### src/rtl/vga_scaled_reader.sv
`default_nettype none
// +--------------------------------------------------------------------------+
// | vga_scaled_reader                                                        |
// | VGA timing generator and framebuffer reader with 1x/2x/4x upscaling,     |
// | block-RAM latency compensation and a built-in test pattern.              |
// | Revision: 1.0                                                            |
// +--------------------------------------------------------------------------+
module vga_scaled_reader #(
  parameter int   H_REZ        = 640,
  parameter int   H_FP         = 16,
  parameter int   H_SYNC       = 96,
  parameter int   H_BP         = 48,
  parameter int   V_REZ        = 480,
  parameter int   V_FP         = 10,
  parameter int   V_SYNC       = 2,
  parameter int   V_BP         = 33,
  parameter logic HSYNC_ACTIVE = 1'b0,
  parameter logic VSYNC_ACTIVE = 1'b0,
  parameter int   PIX_W        = 4,
  parameter int   ADDR_W       = 19,
  parameter int   MEM_LAT      = 2
) (
  input  logic              clk25,
  input  logic              rst_n,
  input  logic [1:0]        mode,
  output logic [ADDR_W-1:0] frame_addr,
  input  logic [PIX_W-1:0]  frame_pixel,
  output logic [3:0]        vga_red,
  output logic [3:0]        vga_green,
  output logic [3:0]        vga_blue,
  output logic              vga_hsync,
  output logic              vga_vsync,
  output logic              de,
  output logic              frame_start
);

  localparam int c_H_TOTAL = H_REZ + H_FP + H_SYNC + H_BP;
  localparam int c_V_TOTAL = V_REZ + V_FP + V_SYNC + V_BP;
  // Counters are at least wide enough for the test-pattern bit taps
  localparam int c_HW_MIN  = $clog2(c_H_TOTAL);
  localparam int c_HW      = (c_HW_MIN < 10) ? 10 : c_HW_MIN;
  localparam int c_VW_MIN  = $clog2(c_V_TOTAL);
  localparam int c_VW      = (c_VW_MIN < 6) ? 6 : c_VW_MIN;

  localparam logic [c_HW-1:0]   c_H_LAST     = c_HW'(c_H_TOTAL - 1);
  localparam logic [c_HW-1:0]   c_H_ACT      = c_HW'(H_REZ);
  localparam logic [c_HW-1:0]   c_H_ACT_LAST = c_HW'(H_REZ - 1);
  localparam logic [c_HW-1:0]   c_HS_BEG     = c_HW'(H_REZ + H_FP);
  localparam logic [c_HW-1:0]   c_HS_END     = c_HW'(H_REZ + H_FP + H_SYNC);
  localparam logic [c_VW-1:0]   c_V_LAST     = c_VW'(c_V_TOTAL - 1);
  localparam logic [c_VW-1:0]   c_V_ACT      = c_VW'(V_REZ);
  localparam logic [c_VW-1:0]   c_VS_BEG     = c_VW'(V_REZ + V_FP);
  localparam logic [c_VW-1:0]   c_VS_END     = c_VW'(V_REZ + V_FP + V_SYNC);
  localparam logic [ADDR_W-1:0] c_H_REZ_A    = ADDR_W'(H_REZ);
  localparam logic [1:0]        c_MODE_TEST  = 2'd3;

  localparam int c_SB_W    = 9;
  localparam int c_SB_FS   = 8;
  localparam int c_SB_VS   = 7;
  localparam int c_SB_HS   = 6;
  localparam int c_SB_DE   = 5;
  localparam int c_SB_TEST = 4;
  localparam logic [c_SB_W-1:0] c_SB_RST = {1'b0, ~VSYNC_ACTIVE, ~HSYNC_ACTIVE, 6'b0};

  logic [c_HW-1:0]   r_hcnt;
  logic [c_VW-1:0]   r_vcnt;
  logic [1:0]        r_mode_q;
  logic [ADDR_W-1:0] r_frame_addr;
  logic [ADDR_W-1:0] r_line_base;
  logic [ADDR_W-1:0] r_col;
  logic [1:0]        r_sub;
  logic [c_SB_W-1:0] r_sb_pipe [MEM_LAT];
  logic [3:0]        r_rgb;
  logic              r_de;
  logic              r_hsync;
  logic              r_vsync;
  logic              r_fs;

  logic              w_origin;
  logic              w_h_act;
  logic              w_v_act;
  logic              w_active;
  logic [1:0]        w_mode;
  logic              w_test;
  logic [1:0]        w_sub_mask;
  logic [ADDR_W-1:0] w_src_w;
  logic [1:0]        w_vnext_lo;
  logic              w_repeat_done;
  logic              w_hsync;
  logic              w_vsync;
  logic [3:0]        w_level;
  logic [c_SB_W-1:0] w_sb;
  logic [c_SB_W-1:0] w_sb_last;
  logic [3:0]        w_pix4;
  logic [3:0]        w_gray;

  always_ff @(posedge clk25 or negedge rst_n) begin
    if (!rst_n) begin
      r_hcnt <= '0;
      r_vcnt <= '0;
    end else if (r_hcnt == c_H_LAST) begin
      r_hcnt <= '0;
      r_vcnt <= (r_vcnt == c_V_LAST) ? '0 : r_vcnt + c_VW'(1);
    end else begin
      r_hcnt <= r_hcnt + c_HW'(1);
    end
  end

  assign w_origin = (r_hcnt == '0) && (r_vcnt == '0);
  assign w_h_act  = (r_hcnt < c_H_ACT);
  assign w_v_act  = (r_vcnt < c_V_ACT);
  assign w_active = w_h_act && w_v_act;
  // The origin pixel already belongs to the new frame, so it sees the live mode
  assign w_mode   = w_origin ? mode : r_mode_q;
  assign w_test   = (w_mode == c_MODE_TEST);

  always_ff @(posedge clk25 or negedge rst_n) begin
    if (!rst_n) begin
      r_mode_q <= 2'd0;
    end else if (w_origin) begin
      r_mode_q <= mode;
    end
  end

  always_comb begin
    w_sub_mask = 2'b00;
    case (w_mode)
      2'd1:    w_sub_mask = 2'b01;
      2'd2:    w_sub_mask = 2'b11;
      default: w_sub_mask = 2'b00;
    endcase
  end

  assign w_src_w       = c_H_REZ_A >> w_mode;
  assign w_vnext_lo    = r_vcnt[1:0] + 2'd1;
  assign w_repeat_done = ((w_vnext_lo & w_sub_mask) == 2'b00);

  // Incremental source addressing: col advances every 2^s pixels, the line
  // base advances by the source width only after the last repeat of a line.
  always_ff @(posedge clk25 or negedge rst_n) begin
    if (!rst_n) begin
      r_frame_addr <= '0;
      r_line_base  <= '0;
      r_col        <= '0;
      r_sub        <= 2'd0;
    end else begin
      r_frame_addr <= (w_active && !w_test) ? (r_line_base + r_col) : '0;
      if (!w_v_act) begin
        r_line_base <= '0;
        r_col       <= '0;
        r_sub       <= 2'd0;
      end else if (w_h_act) begin
        if (r_hcnt == c_H_ACT_LAST) begin
          r_col <= '0;
          r_sub <= 2'd0;
          if (w_repeat_done) begin
            r_line_base <= r_line_base + w_src_w;
          end
        end else if (r_sub == w_sub_mask) begin
          r_sub <= 2'd0;
          r_col <= r_col + ADDR_W'(1);
        end else begin
          r_sub <= r_sub + 2'd1;
        end
      end
    end
  end

  assign w_hsync = ((r_hcnt >= c_HS_BEG) && (r_hcnt < c_HS_END)) ? HSYNC_ACTIVE : ~HSYNC_ACTIVE;
  assign w_vsync = ((r_vcnt >= c_VS_BEG) && (r_vcnt < c_VS_END)) ? VSYNC_ACTIVE : ~VSYNC_ACTIVE;
  assign w_level = r_hcnt[9:6] ^ {4{r_vcnt[5]}};
  assign w_sb    = {w_origin, w_vsync, w_hsync, w_active, w_test, w_level};

  // Sideband travels alongside the RAM read so sync and pixel stay aligned
  always_ff @(posedge clk25 or negedge rst_n) begin
    if (!rst_n) begin
      for (int i = 0; i < MEM_LAT; i++) begin
        r_sb_pipe[i] <= c_SB_RST;
      end
    end else begin
      r_sb_pipe[0] <= w_sb;
      for (int i = 1; i < MEM_LAT; i++) begin
        r_sb_pipe[i] <= r_sb_pipe[i-1];
      end
    end
  end

  assign w_sb_last = r_sb_pipe[MEM_LAT-1];

  generate
    if (PIX_W >= 4) begin : g_map_wide
      logic w_pix_unused;
      assign w_pix_unused = ^frame_pixel;
      assign w_pix4       = frame_pixel[PIX_W-1 -: 4];
    end else begin : g_map_narrow
      for (genvar gb = 0; gb < 4; gb++) begin : g_rep
        assign w_pix4[3-gb] = frame_pixel[PIX_W-1-(gb % PIX_W)];
      end
    end
  endgenerate

  assign w_gray = w_sb_last[c_SB_TEST] ? w_sb_last[3:0] : w_pix4;

  always_ff @(posedge clk25 or negedge rst_n) begin
    if (!rst_n) begin
      r_rgb   <= 4'h0;
      r_de    <= 1'b0;
      r_hsync <= ~HSYNC_ACTIVE;
      r_vsync <= ~VSYNC_ACTIVE;
      r_fs    <= 1'b0;
    end else begin
      r_rgb   <= w_sb_last[c_SB_DE] ? w_gray : 4'h0;
      r_de    <= w_sb_last[c_SB_DE];
      r_hsync <= w_sb_last[c_SB_HS];
      r_vsync <= w_sb_last[c_SB_VS];
      r_fs    <= w_sb_last[c_SB_FS];
    end
  end

  assign frame_addr  = r_frame_addr;
  assign vga_red     = r_rgb;
  assign vga_green   = r_rgb;
  assign vga_blue    = r_rgb;
  assign vga_hsync   = r_hsync;
  assign vga_vsync   = r_vsync;
  assign de          = r_de;
  assign frame_start = r_fs;

endmodule
`default_nettype wire

### config.mk
export PLATFORM = sky130hd
export DESIGN_NAME = vga_scaled_reader
export DESIGN_NICKNAME = d
export VERILOG_FILES = /design/src/rtl/vga_scaled_reader.sv
export SDC_FILE = /design/constraint.sdc
export NUM_CORES = 1
export LEC_CHECK = 0
export BUFFER_PORTS_ARGS = -buffer_cell sky130_fd_sc_hd__clkbuf_2
export CAP_MARGIN = 20
export CORE_MARGIN = 2
export CORE_UTILIZATION = 23
export DETAILED_ROUTE_END_ITERATION = 8
export SLEW_MARGIN = 10
export SYNTH_ARGS = -nofsm -noshare
export SYNTH_HDL_FRONTEND = slang
export SYNTH_SLANG_ARGS = --single-unit
### constraint.sdc
create_clock -name clk25 -period 3.9 [get_ports clk25]
set_input_delay 0.78 -clock clk25 [delete_from_list [all_inputs] [get_ports clk25]]
set_output_delay 0.78 -clock clk25 [all_outputs]
set_load 0.05 [all_outputs]
Word-level counts from Yosys, hierarchy flattened
Cells that the tools add are included.
- logic and storage cells: 73
- output and inout port bits: 35
- bits of input ports: 8
- flip-flop bits (word level): 107
- reductions and logical operators: 11
- multiplexer cells: 21
- add/subtract/negate cells: 7
- bitwise logic cells: 2
- shift operators: 1
- magnitude comparators: 6
- eq/ne operators: 11
- operator list (kind ; count):
    19-bit 2-to-1 mux ; 9
    19-bit adder ; 2
    10-bit equality test, second input constant ; 3
    10-bit by 1-bit adder with 10-bit output, second input constant ; 2
    10-bit logical NOT ; 2
    10-bit < comparator, second input constant ; 2
    10-bit by 9-bit < comparator with 1-bit output, second input constant ; 2
    10-bit 2-to-1 mux ; 2
    19-bit by 1-bit adder with 19-bit output, second input constant ; 1
    10-bit by 2-bit >> shifter with 19-bit output, first input constant ; 1
    10-bit >= comparator, second input constant ; 1
    10-bit by 9-bit >= comparator with 1-bit output, second input constant ; 1
    2-bit 2-to-1 mux ; 5
    4-bit 2-to-1 mux ; 2
    1-bit logical AND ; 5
    2-bit by 1-bit adder with 2-bit output, second input constant ; 2
    2-bit equality test, second input constant ; 2
    2-bit by 1-bit inequality test with 1-bit output, second input constant ; 2
    2-bit case mux with 2 select lines ; 1
    4-bit bitwise XOR ; 1
    3-bit by 1-bit inequality test with 1-bit output, second input constant ; 1
    3-bit AND reduction ; 1
    2-bit bitwise AND ; 1
    2-bit by 1-bit equality test with 1-bit output, second input constant ; 1
    other kinds (6) ; 7

Longest topological paths before layout
Gate-level depths: netlist of the first run.
- depth in word-level cells: 11
- depth in mapped cells: 15
- gate-level depth less buffers: 15

Least setup slack after synthesis of the first run
No wires, ideal clock.
- path kind: register to register
- from: register r_hcnt[0]
- to: register r_line_base[17]
- setup slack: 0.413 ns
- required time: 3.822 ns
- path buffers: 0
- period minus slack after synthesis: 3.487 ns
- library setup time: 0.078 ns
- stages on the path, launching flop included: 14
- arrival: 3.409 ns
- cell sequence: dfrtp_1 -> inv_1 -> ha_1 -> or4b_1 -> nor3_1 -> mux2_2 -> ha_1 -> ha_1 -> a211oi_2 -> nor2_2 -> o41ai_2 -> or3b_1 -> or4_1 -> a21oi_1
- word-level cells in the longest chain between the ends: 9
- elaborated cells between the ends (all ways): 20
- those cells by class: add/sub: 1; order compare: 1; eq/ne: 6; shift: 1; mux: 6; bitwise: 1; reduce/logical: 4
- ends and longest elaborated chain (item ; RTL line ; text):
    start: declaration ; 65 ; logic [c_HW-1:0] r_hcnt;
    start signal: assignment ; 105 ; r_hcnt <= r_hcnt + c_HW'(1);
    10-bit logical NOT (*) ; 109 ; assign w_origin = (r_hcnt == '0) && (r_vcnt == '0);
    1-bit logical AND (*) ; 109 ;
    2-bit 2-to-1 mux (*) ; n/a ;
    via w_mode[1] ; 83 ; logic [1:0] w_mode;
    10-bit by 2-bit >> shifter with 19-bit output (tied with other cells) ; 134 ; assign w_src_w = c_H_REZ_A >> w_mode;
    19-bit adder or 2-bit case mux with 2 select lines (tied branches) ; 157, 127 ;
    19-bit 2-to-1 mux or 2-bit bitwise AND (tied branches) ; 156, 136 ;
    19-bit 2-to-1 mux or 2-bit logical NOT (tied branches) ; 153, 136 ;
    19-bit 2-to-1 mux or 2-bit by 1-bit inequality test with 1-bit output (tied branches) ; n/a ;
    19-bit 2-to-1 mux or 3-bit AND reduction (tied branches) ; n/a ;
    end signal: assignment ; 157 ; r_line_base <= r_line_base + w_src_w;
    end: declaration ; 69 ; logic [ADDR_W-1:0] r_line_base;
Mark *: on every way through the listed nets, which the timed path passes. The rest lies on a longest branch. The select of a mux whose other input is x is not followed.
A chain may end at the register's enable or synchronous reset.

Worst setup path in the final report of the first run
Ends and elaborated chain as after synthesis.

==> results of run 1 <==
-- power breakdown --
group / switching [W] / internal (W)
sequential: 0.0000498 / 0.00113
clock: 0.000393 / 0.000498
combinational: 0.000264 / 0.000107
total: 0.000706 / 0.00173
-- flip-flops by register name, indices dropped and copies added (netlist names) --
| register | cells |
|---|---|
| r_sb_pipe | 9 |
| de | 1 |
| r_vcnt | 10 |
| frame_start | 1 |
| r_col | 19 |
| frame_addr | 19 |
| r_hcnt | 10 |
| r_sub | 2 |
| vga_blue | 4 |
| w_sb_last | 9 |
| vga_vsync | 1 |
| r_mode_q | 2 |
| r_line_base | 15 |
| vga_hsync | 1 |
-- cell type report --
type | count | area, um2 | share of cell area, %
flip-flops and latches | 103 | 2580 | 42.4
inverters | 12 | 45.0 | 0.739
multi-input cells | 359 | 2530 | 41.6
repair buffers | 51 | 280 | 4.60
well taps | 285 | 357 | 5.85
clock buffers | 11 | 233 | 3.82
clock inverters | 5 | 58.8 | 0.965
-- logic make-up (layout without fill, tap and decap cells) --
| kind of cell | count (synthesis) | after routing | synth area share [%] |
|---|---|---|---|
| simple gates | 190 | 190 | 19.2 |
| compound gates | 77 | 77 | 10.5 |
| mux | 8 | 8 | 1.61 |
| fa+ha+maj | 31 | 31 | 7.49 |
| flops | 103 | 103 | 49.0 |
| buf+inv | 36 | 79 | 3.41 |
| xor+xnor | 53 | 53 | 8.79 |
-- layer usage --
| layer | share of wire [%] | wire (um) |
|---|---|---|
| met2 | 44 | 4780 |
| met1 | 49 | 5290 |
| met3 | 5.3 | 572 |
| met4 | 1.4 | 146 |
| met5 | 0 | 0 |
-- path summary, 6_finish.rpt --
check,slack (ns),depth (start not counted),startpoint,endpoint
min,0.35,0,r_sb_pipe[10]$_DFF_PN0_,w_sb_last[1]$_DFF_PN0_
max in group asynchronous,2.50,2,rst_n,frame_addr[9]$_DFF_PN0_
min in group asynchronous,0.54,1,rst_n,r_vcnt[7]$_DFFE_PN0N_
max reg2reg,0.25,13,r_hcnt[0]$_DFF_PN0_,r_line_base[17]$_DFFE_PN0P_
max,0.25,13,r_hcnt[0]$_DFF_PN0_,r_line_base[17]$_DFFE_PN0P_
min reg2reg,0.35,0,r_sb_pipe[10]$_DFF_PN0_,w_sb_last[1]$_DFF_PN0_
-- placed cells by master (no fill, tap or decap), types with 8 or more instances in the layout --
cell / netlist / layout
nor2_1: 60 / 60
a21o_1: 8 / 8
xor2_1: 26 / 26
xnor2_1: 27 / 27
nand3_1: 14 / 14
nor2b_1: 10 / 9
and2_1: 8 / 8
clkbuf_2: 0 / 41
nand2_1: 27 / 27
nand4_1: 15 / 15
buf_4: 8 / 10
clkbuf_16: 0 / 9
a21oi_1: 12 / 12
nor3_1: 12 / 11
o21ai_0: 17 / 17
inv_1: 12 / 11
o31ai_1: 9 / 8
dfrtp_1: 97 / 97
ha_1: 30 / 30
-- critical path, cell delays in order, from the launching register on --
cell,delay [ns]
dfrtp_1,0.41
inv_1,0.07
ha_1,0.12
or4b_1,0.46
nor3_2,0.24
mux2_2,0.41
ha_1,0.21
ha_1,0.31
a211oi_2,0.07
nor2_2,0.17
o41ai_2,0.12
or3b_1,0.40
or4_1,0.40
a21oi_1,0.15
-- through the flow --
stage,area (um2),worst slack (ns)
global placement,5780,0.253
global route,6090,0.00165
floorplan,5280,0.413
CTS,6070,0.138
detailed placement,5780,0.173
finish,6090,0.248
==> summary.md, run 1 <==
| Metric | Value |
|---|---|
| Warning count from the yosys run | `0` |
| Vias | `3702` |
| Final nets | `575` |
| Max VDD drop | `229 uV` |
| Clk slew on worst S/H paths | `0.07 ns` |
| Status | `complete, no violations` |
| Synthesized flop and latch total | `103` |
| Yosys top cell by area | `dfrtp_1` |
| Critical path required time | `4.15 ns` |
| Cells after Synth | `498` |
| Avg Inst Size Synth | `10.6 um2` |
| Initial core utilization | `23.4%` |
| DRC viols | `0` |
| Final setup viols | `0` |
| Mapped Area | `5280 um2` |
| Synth top area cells | `dfrtp_1 (46%), ha_1 (7.1%), xnor2_1 (4.5%)` |
| Initial antenna violation count | `0` |
| Drt pass-1 iters | `5` |
| Area Growth Syn to Fin | `15.4%` |
| Post-Layout Cell Count | `826` |
| Power, Total | `0.00244 W` |
| WHS | `0.348 ns` |
| Chip width | `156 um` |
| Sequential-to-total area share from yosys stat | `49.0%` |
| Rows | `55` |
| Most frequent cells after synthesis | `dfrtp_1 (97), nor2_1 (60), ha_1 (30)` |
| CP max FO | `5` |
| Final Max Slew Viols | `0` |
| Layout cells sized above 1 | `17.6%` |
| Core Box Area | `22600 um2` |
| DRT antenna net count | `0` |
| Vias in the first global route | `3615` |
| GRT busiest layer | `met2` |
| Fill count | `2379` |
| Final core utilization | `27.0%` |
| Met3 usage | `2.40%` |
| Vias per inst | `4.48` |
| Fin crit share | `93.6%` |
| Most frequent cell after synthesis | `dfrtp_1` |
| Cts bufs inserted | `9` |
| Hold Fails Final Rpt | `0` |
| First-pass GRT wire length | `18600 um` |
| Asr flop ratio synth | `100%` |
| CTS Hold Bufs | `0` |
| Max-cap violations | `0` |
| Clk sinks | `103` |
| N_diodes | `0` |
| Die Y | `156 um` |
| Slew Limit Headroom | `39.3%` |
| Critical Path End Type | `register` |
| Final Critical Period | `3.65 ns` |
| Worst slew pin tran | `0.911 ns` |
| Iteration-0 DRC Markers | `129` |
| Max Fclk | `274 MHz` |
| Sum of negative setup slack | `0 ns` |
| Clock Path Buffers | `2` |
| Worst setup SP type | `register` |
| Power per cell area | `400 nW/um2` |
| CTS tree | `yes` |
| GRT Total Usage | `9.57%` |
| Critical Path AT | `3.90 ns` |
| Full die area | `24200 um2` |
| Library cells used by synthesis | `65` |
| Met1 GRT Util | `13.1%` |
| CTS resizes | `0` |
| Pleak | `2.83 nW` |
| IO Pins | `43` |
| # Post-CTS Setup Buffers | `0` |
| Top FF cell, synth | `dfrtp_1` |
| Post-Syn Nets | `537` |
| Crit Path Class | `register to register` |
| Cells after DPL | `810` |
| Root Driver | `clkbuf_16` |
| Final WL | `10800 um` |
| CTS H-tree lvls | `3` |
| HPWL Detailed | `7830 um` |
| RSZ-0062 raised after global routing | `false` |
| Hold Crit Class | `register to register` |
| Clock Latency Late Sink | `0.35 ns` |
| Total grt overflow | `0` |
| GR Util met2 | `14.8%` |
| Clock skew | `0.00821 ns` |
| IO buf count | `42` |
| Top-area cell type share of the netlist area | `46.0%` |
| Largest net degree at the start of global routing | `71` |
| Post-synth EDFFs | `0` |
| Placer congestion estimate | `0.828` |
| Avg WL per Cell | `13.1 um` |
Power figures use the tool's default switching activity.
==> run 2: changes to the inputs <==
--- a/config.mk
+++ b/config.mk
@@ -10,6 +10,7 @@
 export CORE_MARGIN = 2
 export CORE_UTILIZATION = 23
 export DETAILED_ROUTE_END_ITERATION = 8
+export GPL_TIMING_DRIVEN = 0
 export SLEW_MARGIN = 10
 export SYNTH_ARGS = -nofsm -noshare
 export SYNTH_HDL_FRONTEND = slang
==> run 2 against run 1 <==
Against the previous run:
- clock-buffer cell count up 1
- critical path type unchanged
- final cell count up 2.2%
- critical endpoint unchanged
- via count up 2.5%
==> summary.md, run 2 (same netlist as run 1, synthesis figures left out) <==
| Metric | Value |
|---|---|
| Layout cells sized above 1 | `19.3% (+1.8 points)` |
| Post-route cell area | `6270 um2 (+2.9%)` |
| Vias per inst | `4.49 (+0.27%)` |
| Area Growth Syn to Fin | `18.7%` |
| Launch point of the worst reg-to-reg path | `r_hcnt[0]$_DFF_PN0_` |
| IO buf count | `42 (unchanged)` |
| WHS | `0.344 ns (-0.00391 ns)` |
| Clk sinks | `103 (unchanged)` |
| DRC viols | `0 (unchanged)` |
| CTS tree | `yes` |
| Rows | `55 (unchanged)` |
| Drt pass-1 iters | `4 (-1)` |
| Initial antenna violation count | `0 (unchanged)` |
| Min-delay src | `r_sb_pipe[17]$_DFF_PN0_` |
| Final WL | `11000 um (+1.5%)` |
| Final nets | `593 (+3.1%)` |
| Final Critical Period | `3.73 ns (+0.0802 ns)` |
| Crit Path Class | `register to register` |
| Hold Fails Final Rpt | `0 (unchanged)` |
| Worst slew pin tran | `0.512 ns (-0.399 ns)` |
| Cts bufs inserted | `9 (unchanged)` |
| Vias | `3793 (+2.5%)` |
| Area of the multi-input gates | `2570 um2 (+1.6%)` |
| Power, Total | `0.00249 W (+2.0%)` |
| Crit-path cells | `inv_1, ha_1, or4b_4, nor3_4, mux2_4, buf_4, ha_1, ha_1, nor3_1, nor2_1, o41ai_2, or3b_1, or4_1, a21oi_1` |
| Worst reg2reg path endpoint | `r_line_base[17]$_DFFE_PN0P_` |
| Clock skew | `0.00979 ns (+0.00159 ns)` |
| Post-Layout Cell Count | `844 (+2.2%)` |
| Largest net degree at the start of global routing | `55 (-23%)` |
| Final Max Slew Viols | `0 (unchanged)` |
| Full die area | `24200 um2 (unchanged)` |
| Fill count | `2338 (-1.7%)` |
| CTS Hold Bufs | `0 (unchanged)` |
| GRT Total Usage | `9.58% (about the same)` |
| FF-to-FF setup slack | `0.17 ns (-0.08 ns)` |
| Clock Latency Late Sink | `0.35 ns (about the same)` |
| First-pass GRT wire length | `18400 um (-1.3%)` |
| Pleak | `2.93 nW (+3.7%)` |
| Root Driver | `clkbuf_16` |
| IO Pins | `43 (unchanged)` |
| Worst setup SP type | `register` |
| Max VDD drop | `193 uV (-16%)` |
| DRT antenna net count | `0 (unchanged)` |
| CP dominant cell by count | `ha_1` |
| Fin crit share | `95.7% (+2.1 points)` |
| Total grt overflow | `0 (unchanged)` |
| CTS H-tree lvls | `3 (unchanged)` |
| Reg area | `2580 um2 (unchanged)` |
| CP max FO | `5 (unchanged)` |
| Status | `complete, no violations` |
| N_diodes | `0 (unchanged)` |
| Critical path required time | `4.17 ns (+0.02 ns)` |
| Critical Path End Type | `register` |
| Hold Path Sink | `w_sb_last[8]$_DFF_PN0_` |
| Clock Path Buffers | `2 (unchanged)` |
| Critical Path AT | `4.01 ns (+0.11 ns)` |
| Commonest non-fill, non-tap cells in the layout | `dfrtp_1 (97), nor2_1 (59), clkbuf_2 (41)` |
| Hold Crit Class | `register to register` |
| HPWL Detailed | `7900 um (+0.86%)` |
| Cells after DPL | `826 (+2.0%)` |
| Cell Area, Placed | `5880 um2 (+1.8%)` |
| Max Fclk | `268 MHz (-2.2%)` |
| Worst path max stage delay | `0.48 ns (+0.02 ns)` |
| Die Y | `156 um (unchanged)` |
| Commonest non-fill, non-tap cell in the layout | `dfrtp_1` |
| Placer congestion estimate | `0.815 (-1.7%)` |
| CP max stage cell | `or4b_4` |
| Power per cell area | `397 nW/um2 (-0.80%)` |
| Final setup viols | `0 (unchanged)` |
| Core Box Area | `22600 um2 (unchanged)` |
| Clk slew on worst S/H paths | `0.07 ns (about the same)` |
| Avg WL per Cell | `13.0 um (-0.66%)` |
| Sum of negative setup slack | `0 ns (unchanged)` |
| Slew Limit Headroom | `65.8% (+27 points)` |
| Max-cap violations | `0 (unchanged)` |
| Chip width | `156 um (unchanged)` |
| R2R depth | `14 (+1)` |
| Worst Hold Path Cells | `0 (unchanged)` |
| Initial core utilization | `23.4% (unchanged)` |
| Vias in the first global route | `3655 (+1.1%)` |
| Iteration-0 DRC Markers | `193 (+50%)` |
run 2: layout make-up:
class | instances | share of cell area (%)
Sequential cell | 103 | 41.3
Multi-Input combinational cell | 359 | 41.1
Inverter | 12 | 0.719
Timing Repair Buffer | 45 | 4.17
Clock inverter | 4 | 0.839
Buffer | 24 | 2.16
Tap cell | 285 | 5.69
Clock buffer | 12 | 4.09
run 2: report_power, final:
| group | switching, W | leakage, nW | internal [W] |
|---|---|---|---|
| clock network | 0.000395 | 0.153 | 0.000535 |
| registers | 0.0000484 | 1.35 | 0.00113 |
| logic | 0.000267 | 1.43 | 0.000115 |
run 2: routing by layer:
layer  up-vias  track usage, %  part of all wire, %
li1       1863               -                    -
met1      1834            12.2                   46
met2        85            15.5                   47
met3        11            3.01                  5.7
met4         0            3.15                  1.3
met5         -               0                    0
run 2: worst max-delay path by stage:
stage,startpoint,end,cells past startpoint
4_1_cts,r_hcnt[0]$_DFF_PN0_,r_line_base[14]$_DFFE_PN0P_,15
3_3_place_gp,r_hcnt[0]$_DFF_PN0_,r_line_base[14]$_DFFE_PN0P_,15
5_1_grt,r_vcnt[5]$_DFFE_PN0N_,r_line_base[17]$_DFFE_PN0P_,14
2_1_floorplan,r_hcnt[0]$_DFF_PN0_,r_line_base[17]$_DFFE_PN0P_,13
3_5_place_dp,r_hcnt[0]$_DFF_PN0_,r_line_base[14]$_DFFE_PN0P_,15
6_report,r_hcnt[0]$_DFF_PN0_,r_line_base[17]$_DFFE_PN0P_,14
run 2: timing repair:
action,CTS,global route
setup endpoints to repair,2,6
cloned,0,0
gates resized for setup,1,11
pin swaps,0,3
setup buffers,0,2
run 2: critical path: cells and delay by family, from the launching register on:
family,cells,cell delay [ns]
multiplexers,1,0.37
AND/OR/NAND/NOR,6,1.71
buffers and inverters,2,0.22
adder cells (fa/ha/maj),3,0.66
flip-flops,1,0.42
AO/OA/AOI/OAI,2,0.27
run 2: through the flow:
stage / setup WS (ns) / utilization, %
2_1_floorplan: 0.413 / -
3_3_place_gp: 0.0270 / 25.9
3_5_place_dp: 0.0123 / 26.1
4_1_cts: 0.0684 / 27.5
5_1_grt: -0.0144 / 27.8
6_report: 0.168 / 27.8
==> run 3: changes to the inputs <==
--- a/config.mk
+++ b/config.mk
@@ -5,12 +5,14 @@
 export SDC_FILE = /design/constraint.sdc
 export NUM_CORES = 1
 export LEC_CHECK = 0
+export ABC_AREA = 1
 export BUFFER_PORTS_ARGS = -buffer_cell sky130_fd_sc_hd__clkbuf_2
 export CAP_MARGIN = 20
 export CORE_MARGIN = 2
 export CORE_UTILIZATION = 23
 export DETAILED_ROUTE_END_ITERATION = 8
 export GPL_TIMING_DRIVEN = 0
+export PLACE_DENSITY_LB_ADDON = 0.12
 export SLEW_MARGIN = 10
 export SYNTH_ARGS = -nofsm -noshare
 export SYNTH_HDL_FRONTEND = slang
==> run 3 against run 2 <==
Against the previous run:
- clock power shrank 0.4%
- sequential share of layout area is 4.9 points lower
- highest routed layer unchanged
- critical endpoint is now r_line_base[16]$_DFFE_PN0P_
- sequential power barely moved
- power grew 4.0%
==> summary.md, run 3 <==
| Metric | Value |
|---|---|
| Total grt overflow | `0 (unchanged)` |
| CP max FO | `6 (+1)` |
| Worst slew pin tran | `0.409 ns (-0.103 ns)` |
| Flop pwr share | `45.8% (-1.5 points)` |
| Full die area | `28000 um2 (+16%)` |
| Rows | `59 (+7.3%)` |
| Final setup viols | `0 (unchanged)` |
| Sum of negative setup slack | `0 ns (unchanged)` |
| CP max stage cell | `dfrtp_1` |
| Synth top area cells | `dfrtp_1 (40%), nand2_1 (14%), inv_1 (7.3%)` |
| Cts bufs inserted | `9 (unchanged)` |
| First-pass GRT wire length | `27000 um (+47%)` |
| Post-route cell area | `7110 um2 (+13%)` |
| Avg Inst Size Synth | `7.58 um2 (-29%)` |
| Max Fclk | `289 MHz (+7.8%)` |
| Comb power frac | `18.4% (+3.0 points)` |
| Sw frac | `33.6% (+5.0 points)` |
| DRT antenna net count | `0 (unchanged)` |
| Initial core utilization | `23.5% (+0.092 points)` |
| Drt pass-1 iters | `5 (+1)` |
| Slew Limit Headroom | `72.7% (+6.9 points)` |
| DRC viols | `0 (unchanged)` |
| Top-area cell type share of the netlist area | `39.6% (-6.4 points)` |
| Vias in the first global route | `5046 (+38%)` |
| Final nets | `903 (+52%)` |
| Fin crit share | `88.7% (-6.9 points)` |
| Final WL | `16000 um (+46%)` |
| Clock skew | `0.0144 ns (+0.00456 ns)` |
| Die Y | `167 um (+7.6%)` |
| Initial antenna violation count | `0 (unchanged)` |
| Vias per inst | `4.21 (-6.4%)` |
| CTS H-tree lvls | `3 (unchanged)` |
| IO buf count | `42 (unchanged)` |
| Clock Path Buffers | `2 (unchanged)` |
| CTS tree | `yes` |
| Critical Path AT | `3.71 ns (-0.30 ns)` |
| Post-Syn Nets | `849 (+58%)` |
| Root Driver | `clkbuf_16` |
| Power per cell area | `364 nW/um2 (-8.3%)` |
| Vias | `5067 (+34%)` |
| Clk sinks | `103 (unchanged)` |
| Sequential-to-total area share from yosys stat | `42.1% (-6.8 points)` |
| Final Max Slew Viols | `0 (unchanged)` |
| HPWL Detailed | `12200 um (+54%)` |
| Synthesized flop and latch total | `103 (unchanged)` |
| Max VDD drop | `217 uV (+13%)` |
| RSZ-0062 raised after global routing | `false` |
| IO Pins | `43 (unchanged)` |
| Most frequent cells after synthesis | `nand2_1 (227), inv_1 (120), dfrtp_1 (97)` |
| N_diodes | `0 (unchanged)` |
| Yosys top cell by area | `dfrtp_1` |
| Clock Latency Late Sink | `0.36 ns (about the same)` |
| Pleak | `3.69 nW (+26%)` |
| Area Growth Syn to Fin | `15.8%` |
| Largest net degree at the start of global routing | `63 (+15%)` |
| Post-synth EDFFs | `0 (unchanged)` |
| Avg WL per Cell | `13.2 um (+2.0%)` |
| Warning count from the yosys run | `0 (unchanged)` |
| Top FF cell, synth | `dfrtp_1` |
| Crit-path cells | `inv_2, nand2_1, nor4_2, nand3_1, nand2_1, nand2_1, inv_1, ha_1, ha_2, inv_1, fa_1, nor2_1, nor2_1, o21ai_1, nand3_1, nand2_1, nor2_1` |
| Worst setup SP type | `register` |
| Reported net switching power | `0.000869 W (+22%)` |
| Layout cells sized above 1 | `13.8% (-5.5 points)` |
| Placer congestion estimate | `0.770 (-5.5%)` |
| Commonest non-fill, non-tap cells in the layout | `nand2_1 (227), inv_1 (120), dfrtp_1 (97)` |
| Hold Crit Class | `primary input to asynchronous set/reset pin` |
| Hold Fails Final Rpt | `0 (unchanged)` |
| Power Internal | `0.00172 W (-3.3%)` |
| Asr flop ratio synth | `100% (unchanged)` |
| Clock power share | `35.8% (-1.6 points)` |
| Max-cap violations | `0 (unchanged)` |
| Critical path required time | `4.15 ns (-0.02 ns)` |
| Most frequent cell after synthesis | `nand2_1` |
| Core Box Area | `26100 um2 (+16%)` |
| CP dominant cell by count | `nand2_1` |
| Final Critical Period | `3.46 ns (-0.271 ns)` |
| Worst path max stage delay | `0.46 ns (-0.02 ns)` |
| Cells after Synth | `810 (+63%)` |
| Clk slew on worst S/H paths | `0.09 ns (+0.02 ns)` |
| Library cells used by synthesis | `39 (-40%)` |
| Fill count | `2922 (+25%)` |
| Cell Area, Placed | `6800 um2 (+16%)` |
| CTS Hold Bufs | `0 (unchanged)` |
| Status | `complete, no violations` |
| Commonest non-fill, non-tap cell in the layout | `nand2_1` |
| Iteration-0 DRC Markers | `235 (+22%)` |
| Crit Path Class | `register to register` |
| Mapped Area | `6140 um2 (+16%)` |
| Critical Path End Type | `register` |
| Chip width | `167 um (+7.6%)` |
| # Post-CTS Setup Buffers | `0 (unchanged)` |
| CTS resizes | `0 (-1)` |
| GRT Total Usage | `12.1% (+2.6 points)` |
==> run 3: changes by cell type after synthesis, moves of 8 or more <==
cell	change
nand3_1	+42
nor2b_1	-10
clkbuf_1	-8
o21ai_0	+25
a21oi_1	+11
nor2_1	+22
a21o_1	-8
xor2_1	-10
o31ai_1	-9
nand2_1	+200
inv_1	+108
xnor2_1	-24
o21ai_1	+8
==> run 3: kinds of logic after synthesis <==
| group | count (synthesis) | share of synthesized area (%) |
|---|---|---|
| DFF | 103 | 42.1 |
| xor gates and xnor gates | 19 | 2.71 |
| buffers and inverters | 146 | 10.5 |
| AOI/OAI and AO/OA | 89 | 8.24 |
| adders and majority gates | 31 | 6.44 |
| and+or+nand+nor | 422 | 30.0 |
==> run 3: worst paths after layout <==
path,start,endpoint,slack [ns],cells after the start
worst max-delay path,r_hcnt[7]$_DFF_PN0_,r_line_base[16]$_DFFE_PN0P_,0.44,17
worst min-delay path,rst_n,r_hcnt[0]$_DFF_PN0_,0.34,1
worst max register to register,r_hcnt[7]$_DFF_PN0_,r_line_base[16]$_DFFE_PN0P_,0.44,17
worst min register to register,r_sb_pipe[11]$_DFF_PN0_,w_sb_last[2]$_DFF_PN0_,0.35,0
max in group asynchronous,rst_n,vga_hsync$_DFF_PN1_,2.91,2
min in group clk25,r_sb_pipe[11]$_DFF_PN0_,w_sb_last[2]$_DFF_PN0_,0.35,0
==> run 3: layout make-up <==
| cell class | instances | area [um2] | area share [%] |
|---|---|---|---|
| multi-input combinational | 561 | 2930 | 41.2 |
| sequential | 103 | 2580 | 36.4 |
| inverter | 126 | 475 | 6.69 |
| tap | 335 | 419 | 5.90 |
| timing repair buffer | 43 | 246 | 3.47 |
| clock buffer | 9 | 225 | 3.17 |
| buffer | 20 | 166 | 2.34 |
| clock inverter | 7 | 61.3 | 0.863 |
==> run 3: through the flow <==
stage / utilization, % / hold slack, ns / setup slack, ns / power [W] / std cells
detailed placement: 26.0 / 0.335 / 0.213 / 0.00169 / 1188
floorplan: - / 0.331 / 1.02 / 0.00155 / 810
CTS: 27.1 / 0.340 / 0.197 / 0.00265 / 1204
finish: 27.2 / 0.337 / 0.439 / 0.00259 / 1204
global placement: 25.9 / 0.333 / 0.270 / 0.00169 / 1187
global route: 27.2 / 0.350 / 0.0330 / 0.00275 / 1204
==> run 3: power groups by stage <==
stage	Clock (W)	Combinational, W	Sequential, W
2_1_floorplan	0	0.000251	0.00129
3_3_place_gp	0	0.000482	0.00121
3_5_place_dp	0	0.000484	0.00121
4_1_cts	0.000976	0.000487	0.00119
5_1_grt	0.00103	0.000530	0.00120
6_report	0.000926	0.000475	0.00119
==> run 3: layer usage <==
layer	vias to the layer above	routed length, um	global-route usage, %
met5	-	0	0
met2	60	7190	19.2
met4	0	244	3.89
met3	14	447	1.94
met1	2324	8070	16.9
li1	2669	-	-
==> run 3: critical path: cells and delay by family (launching register included) <==
kind	cells	cell delay [ns]
buf+inv	3	0.40
simple gates	10	1.34
fa+ha+maj	3	0.96
compound gates	1	0.21
flops	1	0.46
